## config.mk

```make
export PLATFORM = sky130hd
export DESIGN_NAME = ntsc_vram_arb
export DESIGN_NICKNAME = d
export VERILOG_FILES = /design/src/rtl/ntsc_vram_arb.sv
export SDC_FILE = /design/constraint.sdc
export NUM_CORES = 1
export LEC_CHECK = 0
export CAP_MARGIN = 0
export CORE_ASPECT_RATIO = 1.1
export CORE_UTILIZATION = 43
export CTS_CLUSTER_DIAMETER = 60
export CTS_CLUSTER_SIZE = 10
export DETAILED_ROUTE_END_ITERATION = 10
export HOLD_SLACK_MARGIN = 0.02
export PLACE_DENSITY = 0.73
export SLEW_MARGIN = 10
export SYNTH_ARGS = -nofsm -noshare
export SYNTH_HDL_FRONTEND = slang
export SYNTH_SLANG_ARGS = --single-unit
export TNS_END_PERCENT = 1
```

## constraint.sdc

```tcl
create_clock -name CK_i -period 2.1 [get_ports CK_i]
set_input_delay 0.42 -clock CK_i [delete_from_list [all_inputs] [get_ports CK_i]]
set_output_delay 0.42 -clock CK_i [all_outputs]
set_load 0.01 [all_outputs]
```

## src/rtl/ntsc_vram_arb.sv

```systemverilog
// rtl/ntsc_vram_arb.sv - text-mode VRAM/font fetch arbiter and pixel serializer for an NTSC encoder
module ntsc_vram_arb #(
  parameter int         C_COLS = 80,
  parameter int         C_ROWS = 30,
  parameter int         C_HTOT = 780,
  parameter int         C_VTOT = 263,
  parameter logic [5:0] C_FG_Y = 6'd48,
  parameter logic [5:0] C_BG_Y = 6'd0,
  parameter logic [2:0] C_CPH  = 3'd0
) (
  input  logic        CK_i,
  input  logic        ARST_i,
  input  logic        PX_CK_EE_i,
  input  logic [9:0]  HCTRs_i,
  input  logic [9:0]  VCTRs_i,
  input  logic        HREQ_i,
  input  logic        HWE_i,
  input  logic [11:0] HADRs_i,
  input  logic [7:0]  HWDs_i,
  output logic        HACK_o,
  output logic [7:0]  HRDs_o,
  output logic [11:0] VA_o,
  output logic        VWE_o,
  output logic [7:0]  VWDs_o,
  input  logic [7:0]  VRDs_i,
  output logic [9:0]  FA_o,
  input  logic [4:0]  FDs_i,
  output logic [5:0]  YYs_o,
  output logic [2:0]  CPHs_o
);

  localparam int CELLS = C_COLS * C_ROWS;

  typedef enum logic [2:0] {S_IDLE, S_DRD, S_DFONT, S_HACC, S_HDONE} state_t;
  state_t state, state_nx;

  logic        active, req_col, req_nl, host_ok;
  logic [9:0]  nline, rq_line;
  logic [6:0]  rq_col;
  logic [11:0] rq_addr;
  logic        d_pend, inv, font_ld;
  logic [11:0] d_addr, f_addr;
  logic [2:0]  d_frow, f_frow;
  logic [7:0]  next_pat, cur_pat, pix;
  logic        fg;

  assign active  = (HCTRs_i < 10'd640) && (VCTRs_i < 10'd240);
  assign nline   = (VCTRs_i == 10'(C_VTOT - 1)) ? 10'd0 : VCTRs_i + 10'd1;
  assign req_col = PX_CK_EE_i && (VCTRs_i < 10'd240) && (HCTRs_i[2:0] == 3'd3) && (HCTRs_i < 10'd632);
  assign req_nl  = PX_CK_EE_i && (HCTRs_i == 10'(C_HTOT - 5)) && (nline < 10'd240);
  assign rq_line = req_nl ? nline : VCTRs_i;
  assign rq_col  = req_nl ? 7'd0 : HCTRs_i[9:3] + 7'd1;
  assign rq_addr = {5'd0, rq_line[9:3]} * 12'(C_COLS) + {5'd0, rq_col};
  assign host_ok = HADRs_i < 12'(CELLS);
  assign CPHs_o  = C_CPH;

  // A newer display request simply replaces an unserved one
  always_ff @(posedge CK_i or posedge ARST_i) begin
    if (ARST_i) begin
      state   <= S_IDLE;
      d_pend  <= 1'b0;
      d_addr  <= '0;
      d_frow  <= '0;
      f_addr  <= '0;
      f_frow  <= '0;
      inv     <= 1'b0;
      font_ld <= 1'b0;
      HRDs_o  <= '0;
    end else begin
      state   <= state_nx;
      font_ld <= (state == S_DFONT);
      if (req_col || req_nl) begin
        d_pend <= 1'b1;
        d_addr <= rq_addr;
        d_frow <= rq_line[2:0];
      end else if (state == S_IDLE && d_pend) begin
        d_pend <= 1'b0;
      end
      if (state == S_IDLE && d_pend) begin
        f_addr <= d_addr;
        f_frow <= d_frow;
      end
      if (state == S_DFONT)
        inv <= VRDs_i[7];
      if (state == S_HDONE && !HWE_i)
        HRDs_o <= host_ok ? VRDs_i : 8'd0;
    end
  end

  always_comb begin
    state_nx = state;
    VA_o     = '0;
    VWE_o    = 1'b0;
    VWDs_o   = '0;
    FA_o     = '0;
    HACK_o   = 1'b0;
    case (state)
      S_IDLE: begin
        if (d_pend)      state_nx = S_DRD;
        else if (HREQ_i) state_nx = S_HACC;
      end
      S_DRD: begin
        VA_o     = f_addr;
        state_nx = S_DFONT;
      end
      S_DFONT: begin
        FA_o     = {VRDs_i[6:0], f_frow};
        state_nx = S_IDLE;
      end
      S_HACC: begin
        VA_o     = HADRs_i;
        VWE_o    = HWE_i && host_ok;
        VWDs_o   = HWDs_i;
        state_nx = S_HDONE;
      end
      S_HDONE: begin
        HACK_o   = 1'b1;
        state_nx = S_IDLE;
      end
      default: state_nx = S_IDLE;
    endcase
  end

  // Bits 5..7 carry the inverse flag so gap columns and font row 7 light up in inverse cells
  assign pix = (HCTRs_i[2:0] == 3'd0) ? next_pat : cur_pat;
  assign fg  = active && ((VCTRs_i[2:0] == 3'd7) ? pix[7] : pix[HCTRs_i[2:0]]);

  always_ff @(posedge CK_i or posedge ARST_i) begin
    if (ARST_i) begin
      next_pat <= '0;
      cur_pat  <= '0;
      YYs_o    <= C_BG_Y;
    end else begin
      if (font_ld)
        next_pat <= {{3{inv}}, FDs_i ^ {5{inv}}};
      if (PX_CK_EE_i) begin
        if (HCTRs_i[2:0] == 3'd0)
          cur_pat <= next_pat;
        YYs_o <= fg ? C_FG_Y : C_BG_Y;
      end
    end
  end

endmodule
```

==> results.toml, run 1 <==
[global_routing]
largest_net_degree_at_the_start_of_global_routing = 59
global_route.overflow_total = 0
grt_pass1_vias = 3437
grt_usage_pct = 22.9
initial_antenna_violation_count = 0
global_route_wire_length_before_repair_um = 15400

[synth]
synth-warning-count = 0
syn-instance-count = 363
synth_largest_type_area_fraction_pct = 40.3
synth_area_per_cell_um2 = 9.93
synth_ff_type = "sky130_fd_sc_hd__dfrtp_1"
synth.yosys.seq_area_share_pct = 40.3
synth.cell_area_um2 = 3600
post_synth_main_area_contributors = "sky130_fd_sc_hd__dfrtp_1 (40%), sky130_fd_sc_hd__mux2_2 (10%), sky130_fd_sc_hd__ha_1 (5.6%), sky130_fd_sc_hd__xnor2_1 (4.9%), sky130_fd_sc_hd__mux2i_1 (4.7%)"
synthDominantAreaCellType = "sky130_fd_sc_hd__dfrtp_1"
post_synth_num_cell_types = 48
synth_edf_count = 0
yosys-top-cells-count = "sky130_fd_sc_hd__dfrtp_1 (58), sky130_fd_sc_hd__nor2_1 (36), sky130_fd_sc_hd__nand2_1 (33)"
synth.ff_latch_count = 58
synthMostInstantiatedCell = "sky130_fd_sc_hd__dfrtp_1"
ys_async_sr_fraction_pct = 100

[placed_design]
io_buffers = 99
place.gp.congestion = 0.898
post_dp_cell_area_um2 = 5270
post-place-cells = 628
detailed_place_hpwl_um = 7030

[worst_setup_path]
slowest_delay_ns = 0.58
worst_reg2reg_path_endpoint = "f_addr[7]"
critical_path.startpoint_type = "input pin"
crit_cells = 15
worst_r2r_path_depth = 4
crit_arrival_ns = 3.81
critical-path-slowest-cell = "sky130_fd_sc_hd__or4_4"
crit_path_end = "d_addr[11]"
timing.critical_path.buf_inv = 1
timing.critical_path.to_type = "flip-flop"
timing.critical_path.max_delay_family = "simple AND/OR/NAND/NOR gates"
worst-path-max-fanout = 5
criticalPathCategory = "in2reg"
worst-r2r-setup-slack_ns = 0.36
worstPathRequired_ns = 2.32
r2r-start = "state[0]"
worstSetupStartpoint = "HCTRs_i[3]"
path_cells = "buf_6 -> or4_4 -> nor4_4 -> mux2i_1 -> a211o_4 -> nor4_4 -> xor2_1 -> ha_1 -> ha_1 -> a21o_1 -> a21oi_2 -> xnor2_2 -> nand3b_1 -> xnor2_1 -> mux2_4"

[layout]
seqCellArea_um2 = 1460
final_design_area_no_fill_um2 = 5800
flow.area_growth_from_synthesis_pct = 60.9
fraction_of_final_layout_cells_sized_beyond_drive_strength_1_pct = 33.9
fillers = 612
finalNetCount = 617
finish.utilization_pct = 72.5
area_taken_by_multi_input_logic_gates_um2 = 2250
antenna-diode-count = 0
post_layout_nonfiller_instances = 654

[pwr]
vdd_drop_max_mv = 0.386
totalPowerFinal_mw = 4.74
power.density_nw_per_um2 = 817
p_leak_nw = 2.92

[timing]
grt_setup_unrepaired = "yes"
period_needed_ns = 3.58
setup_violations = 15
fmaxAchievable_mhz = 279
period_share_pct = 171
timing.clock.skew_ns = 0.0133
endpoints_failing_hold = 0
setup_ws_ns = -1.48
report.final.slew_viol_count = 0

[floorplan]
die-width_um = 89.3
num_io_pins = 107
placementRows = 34
die_area_um2 = 8750
floorplan.initialDensity_pct = 45.1
die_y_um = 98.0
core_area_um2 = 8000

[cts]
tritoncts = "built"
inserted_clock_buffers = 9
clk_root_buffer_cell = "sky130_fd_sc_hd__clkbuf_8"
cts.path.max_buffers = 2
post_cts_hold_buffer_count = 0
max_h_tree_level = 3
clkSinkCount = 58
clk_pin_slew_ns = 0.08
clkLatencyLatePin_ns = 0.34

[route]
routed_wirelength_um = 9660
avgRoutedWirePerCell_um = 14.8
drc = 0
total_vias_in_the_final_route = 3329
drt_iter0_drc = 133
post_drt_via_cell_ratio = 5.09
antenna_nets_post_route = 0
dr.pass1.iters = 4

[outcome]
outcome = "finished with violations"
failed_checks = "negative setup slack"

[run]
max_cap_viol_count = 0

[hold_path]
worstHoldPathType = "in2async"
tightest hold or removal path, stage by stage:
cell	delay, ns
sky130_fd_sc_hd__clkdlybuf4s50_1	0.42
sky130_fd_sc_hd__inv_2	0.07
sky130_fd_sc_hd__buf_12	0.27
timing repair:
| action | in CTS | in global routing |
|---|---|---|
| resized for setup | 97 | 32 |
| hold endpoints to repair | 0 | 0 |
| buffers inserted | 8 | 2 |
| endpoints found under the setup margin | 49 | 28 |
| pin swaps | 25 | 19 |
layout make-up:
cell class / instances / share of cell area [%]
flip-flops and latches: 58 / 25.1
clock inverters: 7 / 2.16
inverters: 9 / 0.582
well taps: 108 / 2.33
multi-input cells: 279 / 38.8
clock buffers: 9 / 2.14
repair buffers: 184 / 28.9
metrics by stage:
step,hold slack [ns],TNS [ns],setup slack [ns]
floorplan,0.442,-9.48,-1.64
global placement,0.453,-21.13,-2.20
detailed placement,0.462,-21.98,-2.24
CTS,0.448,-12.94,-1.55
global route,0.464,-11.20,-1.65
finish,0.446,-9.98,-1.48
cell families (layout without fill, tap and decap cells):
group | after synthesis | count (layout) | synth area share [%]
simple gates | 134 | 134 | 19.5
flops | 58 | 58 | 40.3
mux | 51 | 51 | 16.0
compound gates | 44 | 44 | 7.08
buf+inv | 32 | 209 | 4.37
xor+xnor | 25 | 25 | 6.07
fa+ha+maj | 18 | 18 | 6.66
other cells | 1 | 7 | 0.104
where the power goes:
group | total (mW) | internal [mW] | switching, mW
combinational | 1.74 | 1.00 | 0.735
sequential | 1.72 | 1.45 | 0.276
clock | 1.28 | 0.798 | 0.481
per-layer routing:
| layer | GRT usage, % | vias up | wire length, um |
|---|---|---|---|
| li1 | - | 1611 | - |
| met1 | 27.4 | 1579 | 3930 |
| met2 | 40.6 | 120 | 4930 |
| met3 | 4.23 | 19 | 594 |
| met4 | 8.06 | 0 | 201 |
| met5 | 0 | - | 0 |
flip-flops by register name, indices dropped and copies added, names as in the netlist, 3 cells and up:
signal	cells
f_addr	12
state	3
cur_pat	7
f_frow	3
HRDs_o	8
next_pat	6
d_addr	12
d_frow	3
layout by cell type, fill, tap and decap left out, types with 4 or more instances in the layout:
master                            synthesis  layout
sky130_fd_sc_hd__buf_4                    8      74
sky130_fd_sc_hd__dfrtp_1                 58      55
sky130_fd_sc_hd__clkdlybuf4s50_1          0      48
sky130_fd_sc_hd__nor2_1                  36      34
sky130_fd_sc_hd__nand2_1                 33      33
sky130_fd_sc_hd__mux2_2                  32      31
sky130_fd_sc_hd__dlygate4sd2_1            0      27
sky130_fd_sc_hd__xnor2_1                 20      17
sky130_fd_sc_hd__mux2i_1                 17      17
sky130_fd_sc_hd__and2_1                  13      13
sky130_fd_sc_hd__ha_1                    16      13
sky130_fd_sc_hd__o21ai_0                 15      12
sky130_fd_sc_hd__a21oi_1                 16      12
sky130_fd_sc_hd__dlymetal6s2s_1           0      12
sky130_fd_sc_hd__buf_6                    1      10
sky130_fd_sc_hd__and3_1                   9       9
sky130_fd_sc_hd__clkbuf_8                 0       9
sky130_fd_sc_hd__inv_1                    9       7
sky130_fd_sc_hd__conb_1                   1       7
sky130_fd_sc_hd__nor3_1                   7       5
sky130_fd_sc_hd__nand4_1                  5       5
sky130_fd_sc_hd__a21oi_2                  0       4
sky130_fd_sc_hd__nand3_1                  5       4
sky130_fd_sc_hd__xor2_1                   5       4
sky130_fd_sc_hd__clkdlybuf4s15_1          0       4
how the worst min path moves through the flow:
stage / from / to / slack [ns]
floorplan: cur_pat[6] / cur_pat[6] / 0.44
global placement: cur_pat[6] / cur_pat[6] / 0.45
detailed placement: cur_pat[6] / cur_pat[6] / 0.46
CTS: ARST_i / HRDs_o[2] / 0.45
global route: ARST_i / HRDs_o[2] / 0.46
finish: ARST_i / HRDs_o[2] / 0.45
Note: power is estimated with default switching activity, not from simulation.
==> inputs of run 2 (changes only) <==
ABC_AREA = 1   (was not set)
CORE_UTILIZATION = 44   (was 43)
PLACE_DENSITY = 0.77   (was 0.73)
==> run 2 against run 1 <==
Net effect: the flow still finishes with violations (negative setup slack); first-iteration DRC count stayed put; worst setup slack better by 0.41 ns; sequential power is 4% higher; fmax is 13% higher; sequential share of layout area is 1.8 points lower; utilization is 1.8 points higher; clock power is 9% lower; clock-buffer cell count stayed put; via count is 25% higher; clock skew is 0.0049 ns lower.
==> results.toml, run 2 <==
[worst_setup_path]
slowest_delay_ns = 0.41
timing.critical_path.to_type = "flip-flop"
worst-path-max-fanout = 4
critical_path.most_common_cell = "sky130_fd_sc_hd__nand2_1"
critical_path.startpoint_type = "input pin"
worstPathRequired_ns = 2.32
critical-path-slowest-cell = "sky130_fd_sc_hd__fa_2"
timing.critical_path.max_delay_family = "simple AND/OR/NAND/NOR gates"
timing.critical_path.buf_inv = 5
criticalPathCategory = "in2reg"
crit_arrival_ns = 3.40

[timing]
timing.clock.skew_ns = 0.00840
period_share_pct = 151
fmaxAchievable_mhz = 315
setup_ws_ns = -1.08
endpoints_failing_hold = 0
report.final.slew_viol_count = 0
period_needed_ns = 3.18
grt_setup_unrepaired = "yes"
setup_violations = 37
totalNegativeSetupSlack_ns = -13.36

[global_routing]
grt_usage_pct = 24.4
grt_pass1_vias = 4089
global_route_wire_length_before_repair_um = 17900
largest_net_degree_at_the_start_of_global_routing = 36
initial_antenna_violation_count = 0
global_route.overflow_total = 0

[placed_design]
place.gp.congestion = 0.927
post_dp_cell_area_um2 = 5680
io_buffers = 99
detailed_place_hpwl_um = 8090

[layout]
fraction_of_final_layout_cells_sized_beyond_drive_strength_1_pct = 27.7
finish.utilization_pct = 74.3
antenna-diode-count = 0
finalNetCount = 818
most_common_cell_after_layout_fill_and_taps_aside = "sky130_fd_sc_hd__buf_4"
flow.area_growth_from_synthesis_pct = 62.6
mostFrequentLayoutCells = "sky130_fd_sc_hd__buf_4 (103), sky130_fd_sc_hd__nand2_1 (90), sky130_fd_sc_hd__inv_1 (82), sky130_fd_sc_hd__clkdlybuf4s50_1 (76), sky130_fd_sc_hd__nor2_1 (60)"
final_design_area_no_fill_um2 = 6250
largestRegisters = "d_addr x12, f_addr x12, HRDs_o x8"

[pwr]
p_leak_nw = 3.12
cellInternalPower_mw = 3.29
vdd_drop_max_mv = 0.453
power_frac_comb_pct = 42.0
power.density_nw_per_um2 = 814
power.net_switching_mw = 1.79
proportion_of_power_drawn_by_flip_flops_and_latches_pct = 35.1
power_frac_clock_pct = 22.9
p_sw_share_pct = 35.2

[synth]
ys_async_sr_fraction_pct = 100
synth_largest_type_area_fraction_pct = 37.8
synth-warning-count = 0
synthMostInstantiatedCell = "sky130_fd_sc_hd__nand2_1"
yosys-top-cells-count = "sky130_fd_sc_hd__nand2_1 (101), sky130_fd_sc_hd__inv_1 (86), sky130_fd_sc_hd__nor2_1 (76)"
synthDominantAreaCellType = "sky130_fd_sc_hd__dfrtp_1"
synth_ff_type = "sky130_fd_sc_hd__dfrtp_1"
synth.yosys.seq_area_share_pct = 37.8
post_synth_num_cell_types = 36
synth.ff_latch_count = 58
post_synth_main_area_contributors = "sky130_fd_sc_hd__dfrtp_1 (38%), sky130_fd_sc_hd__nand2_1 (9.9%), sky130_fd_sc_hd__inv_1 (8.4%), sky130_fd_sc_hd__nor2_1 (7.4%), sky130_fd_sc_hd__nand3_1 (5.9%)"
synth_area_per_cell_um2 = 7.22
syn-instance-count = 532
synth.cell_area_um2 = 3840
synth_edf_count = 0

[hold_path]
worstHoldPathType = "in2async"

[floorplan]
num_io_pins = 107
floorplan.initialDensity_pct = 45.7
die-width_um = 91.1
die_area_um2 = 9110
core_area_um2 = 8410
placementRows = 35
die_y_um = 100

[cts]
post_cts_hold_buffer_count = 0
clkSinkCount = 58
max_h_tree_level = 3
inserted_clock_buffers = 9
tritoncts = "built"
cts.path.max_buffers = 2
clkLatencyLatePin_ns = 0.34
clk_pin_slew_ns = 0.08
clk_root_buffer_cell = "sky130_fd_sc_hd__clkbuf_8"

[route]
avgRoutedWirePerCell_um = 12.7
post_drt_via_cell_ratio = 4.85
antenna_nets_post_route = 0
drt_iter0_drc = 133
drc = 0
dr.pass1.iters = 4
routed_wirelength_um = 10900
total_vias_in_the_final_route = 4164

[outcome]
outcome = "finished with violations"
failed_checks = "negative setup slack"

[run]
max_cap_viol_count = 0
run 2: cell type report:
| cell class | instances | area (um2) |
|---|---|---|
| clock buffers | 9 | 124 |
| multi-input cells | 375 | 2260 |
| repair buffers | 207 | 1810 |
| fillers | 657 | 2160 |
| clock inverters | 7 | 101 |
| well taps | 111 | 139 |
| inverters | 91 | 363 |
| flip-flops and latches | 58 | 1450 |
run 2: what timing repair did:
| action | CTS | global route |
|---|---|---|
| gates cloned | 1 | 0 |
| setup buffers | 7 | 8 |
| gates resized for setup | 69 | 31 |
| endpoints found under the hold margin | 0 | 0 |
| endpoints found under the setup margin | 47 | 41 |
| pin swaps | 31 | 22 |
run 2: power groups by stage:
stage | combinational, mW | clock, mW | sequential, mW
6_report | 2.14 | 1.16 | 1.79
4_1_cts | 2.13 | 1.18 | 1.78
2_1_floorplan | 1.04 | 0 | 1.76
3_5_place_dp | 2.05 | 0 | 1.79
3_3_place_gp | 2.00 | 0 | 1.78
5_1_grt | 2.36 | 1.24 | 1.84
run 2: final timing paths:
path | from | end | slack, ns | cells past startpoint
max reg2reg | state[1] | f_addr[5] | 0.43 | 5
min reg2reg | cur_pat[3] | cur_pat[3] | 0.48 | 2
max in group asynchronous | ARST_i | state[2] | 1.31 | 3
min | ARST_i | HRDs_o[0] | 0.33 | 2
max | VCTRs_i[0] | d_addr[11] | -1.08 | 27
min in group CK_i | cur_pat[3] | cur_pat[3] | 0.48 | 2
run 2: layer usage:
layer	GRT usage [%]	share of wire [%]
met1	28.2	42
met2	45.5	51
met3	4.24	4.8
met4	8.42	1.7
met5	0	0
run 2: metrics by stage:
step | hold slack, ns | cells | setup slack, ns | total power, mW
after floorplan | 0.442 | 538 | -1.05 | 2.80
after global placement | 0.462 | 826 | -1.71 | 3.78
after detailed placement | 0.471 | 826 | -1.85 | 3.85
after CTS | 0.319 | 850 | -1.04 | 5.09
after global routing | 0.331 | 858 | -1.24 | 5.44
final | 0.326 | 858 | -1.08 | 5.09
run 2: logic make-up after synthesis:
kind of cell             synth area share, %
AND/OR/NAND/NOR                         29.6
buffers and inverters                   11.5
AO/OA/AOI/OAI                           10.8
flip-flops                              37.8
adder cells (fa/ha/maj)                 6.25
XOR/XNOR                                3.65
other                                 0.0976
multiplexers                           0.293
==> inputs of run 3 (changes only) <==
CTS_CLUSTER_SIZE = not set   (was 10)
HOLD_SLACK_MARGIN = 0.1   (was 0.02)
SETUP_SLACK_MARGIN = 0.05   (was not set)
==> run 3 against run 2 <==
Net effect: the flow still finishes with violations (negative setup slack); cell area up 0.34%; routed wire length up 0.31%; combinational power about the same.
==> results.toml, run 3 (synthesis gave the netlist of run 2 again) <==
[route]
antenna_nets_post_route = 0
avgRoutedWirePerCell_um = 12.7
total_vias_in_the_final_route = 4179
drt_iter0_drc = 130
post_drt_via_cell_ratio = 4.87
dr.pass1.iters = 4
routed_wirelength_um = 10900
drc = 0

[timing]
period_share_pct = 151
totalNegativeSetupSlack_ns = -10.48
timing.clock.skew_ns = 0.00957
grt_setup_unrepaired = "yes"
endpoints_failing_hold = 0
report.final.slew_viol_count = 0
fmaxAchievable_mhz = 315
setup_ws_ns = -1.08
period_needed_ns = 3.18
setup_violations = 29

[layout]
fraction_of_final_layout_cells_sized_beyond_drive_strength_1_pct = 28.1
most_common_cell_after_layout_fill_and_taps_aside = "sky130_fd_sc_hd__buf_4"
antenna-diode-count = 0
largestRegisters = "d_addr x12, f_addr x12, HRDs_o x8"
final_design_area_no_fill_um2 = 6270
flow.area_growth_from_synthesis_pct = 63.2
fillers = 645
finalNetCount = 818
mostFrequentLayoutCells = "sky130_fd_sc_hd__buf_4 (103), sky130_fd_sc_hd__nand2_1 (90), sky130_fd_sc_hd__inv_1 (80), sky130_fd_sc_hd__clkdlybuf4s50_1 (67), sky130_fd_sc_hd__nor2_1 (60)"

[placed_design]
post_dp_cell_area_um2 = 5680
place.gp.congestion = 0.927
pre_cts_slack_ns = -1.85
detailed_place_hpwl_um = 8090
io_buffers = 99

[cts]
clk_pin_slew_ns = 0.08
clkLatencyLatePin_ns = 0.34
cts.path.max_buffers = 2
clk_root_buffer_cell = "sky130_fd_sc_hd__clkbuf_8"
tritoncts = "built"
inserted_clock_buffers = 9
clkSinkCount = 58
max_h_tree_level = 3

[global_routing]
grt_usage_pct = 24.4
grt_pass1_vias = 4091
global_route.overflow_total = 0
global_route_wire_length_before_repair_um = 17900
largest_net_degree_at_the_start_of_global_routing = 36
initial_antenna_violation_count = 0

[worst_setup_path]
timing.critical_path.to_type = "flip-flop"
critical_path.startpoint_type = "input pin"
worstPathRequired_ns = 2.32
crit_arrival_ns = 3.40
worst-path-max-fanout = 4
criticalPathCategory = "in2reg"
slowest_delay_ns = 0.41
critical_path.most_common_cell = "sky130_fd_sc_hd__nand2_1"
critical-path-slowest-cell = "sky130_fd_sc_hd__fa_2"

[floorplan]
die_area_um2 = 9110
floorplan.initialDensity_pct = 45.7
core_area_um2 = 8410
placementRows = 35
die-width_um = 91.1
num_io_pins = 107
die_y_um = 100

[pwr]
totalPowerFinal_mw = 5.10
p_leak_nw = 3.25
vdd_drop_max_mv = 0.453
power.density_nw_per_um2 = 813

[outcome]
outcome = "finished with violations"
failed_checks = "negative setup slack"

[run]
max_cap_viol_count = 0

[hold_path]
worstHoldPathType = "in2async"
run 3: changes by cell type in the layout (fill, tap and decap cells not counted):
cell and delta:
sky130_fd_sc_hd__dfrtp_1 -1, sky130_fd_sc_hd__dfrtp_2 +1, sky130_fd_sc_hd__inv_1 -2, sky130_fd_sc_hd__dlygate4sd2_1 +1, sky130_fd_sc_hd__nor3_4 +1, sky130_fd_sc_hd__ha_4 -1
sky130_fd_sc_hd__nor3_1 -1, sky130_fd_sc_hd__clkdlybuf4s50_1 -9, sky130_fd_sc_hd__inv_2 +1, sky130_fd_sc_hd__ha_1 +1, sky130_fd_sc_hd__dlymetal6s2s_1 +8, sky130_fd_sc_hd__inv_4 +1
run 3: worst paths after layout:
path                            start         end  slack (ns)  cells past startpoint
max                        VCTRs_i[0]  d_addr[11]       -1.08                     27
min in group CK_i          cur_pat[3]  cur_pat[3]        0.48                      2
min reg2reg                cur_pat[3]  cur_pat[3]        0.48                      2
max in group asynchronous      ARST_i    state[2]        1.30                      3
max reg2reg                  state[1]   f_addr[5]        0.41                      5
min                            ARST_i   HRDs_o[0]        0.33                      2
run 3: area by class of cell:
class / count / area, um2 / share of cell area (%)
timing repair buffer: 207 / 1830 / 29.2
multi-input combinational: 375 / 2260 / 36.0
tap: 111 / 139 / 2.22
sequential: 58 / 1450 / 23.2
clock buffer: 9 / 124 / 1.98
clock inverter: 7 / 101 / 1.62
inverter: 91 / 365 / 5.83
run 3: report_power, final:
group | total, mW | internal, mW | switching, mW
registers | 1.80 | 1.54 | 0.263
clock network | 1.17 | 0.675 | 0.492
logic | 2.13 | 1.08 | 1.05
run 3: through the flow:
step | hold slack [ns] | utilization [%] | cells
4_1_cts | 0.319 | 72.3 | 850
2_1_floorplan | 0.442 | - | 538
3_3_place_gp | 0.462 | 67.6 | 826
6_report | 0.326 | 74.6 | 858
3_5_place_dp | 0.471 | 67.6 | 826
5_1_grt | 0.331 | 74.6 | 858
run 3: per-layer routing:
metal / share of wire [%] / global-route usage, %
met1: 42 / 28.2
met2: 51 / 45.5
met3: 4.9 / 4.24
met4: 1.8 / 8.42
met5: 0 / 0
run 3: critical path, delay by kind of cell:
kind                       cells  cell delay [ns]
buffers and inverters          5             0.46
xor gates and xnor gates       1             0.20
AOI/OAI and AO/OA              1             0.09
and+or+nand+nor               16             1.32
adders and majority gates      4             0.91
run 3: what timing repair did:
action / CTS / global route
gates resized for setup: 70 / 44
hold buffers: 0 / 0
pin swaps: 32 / 21
buffers inserted: 7 / 8
hold endpoints to repair: 0 / 0
cloned: 1 / 0
setup endpoints to repair: 48 / 44
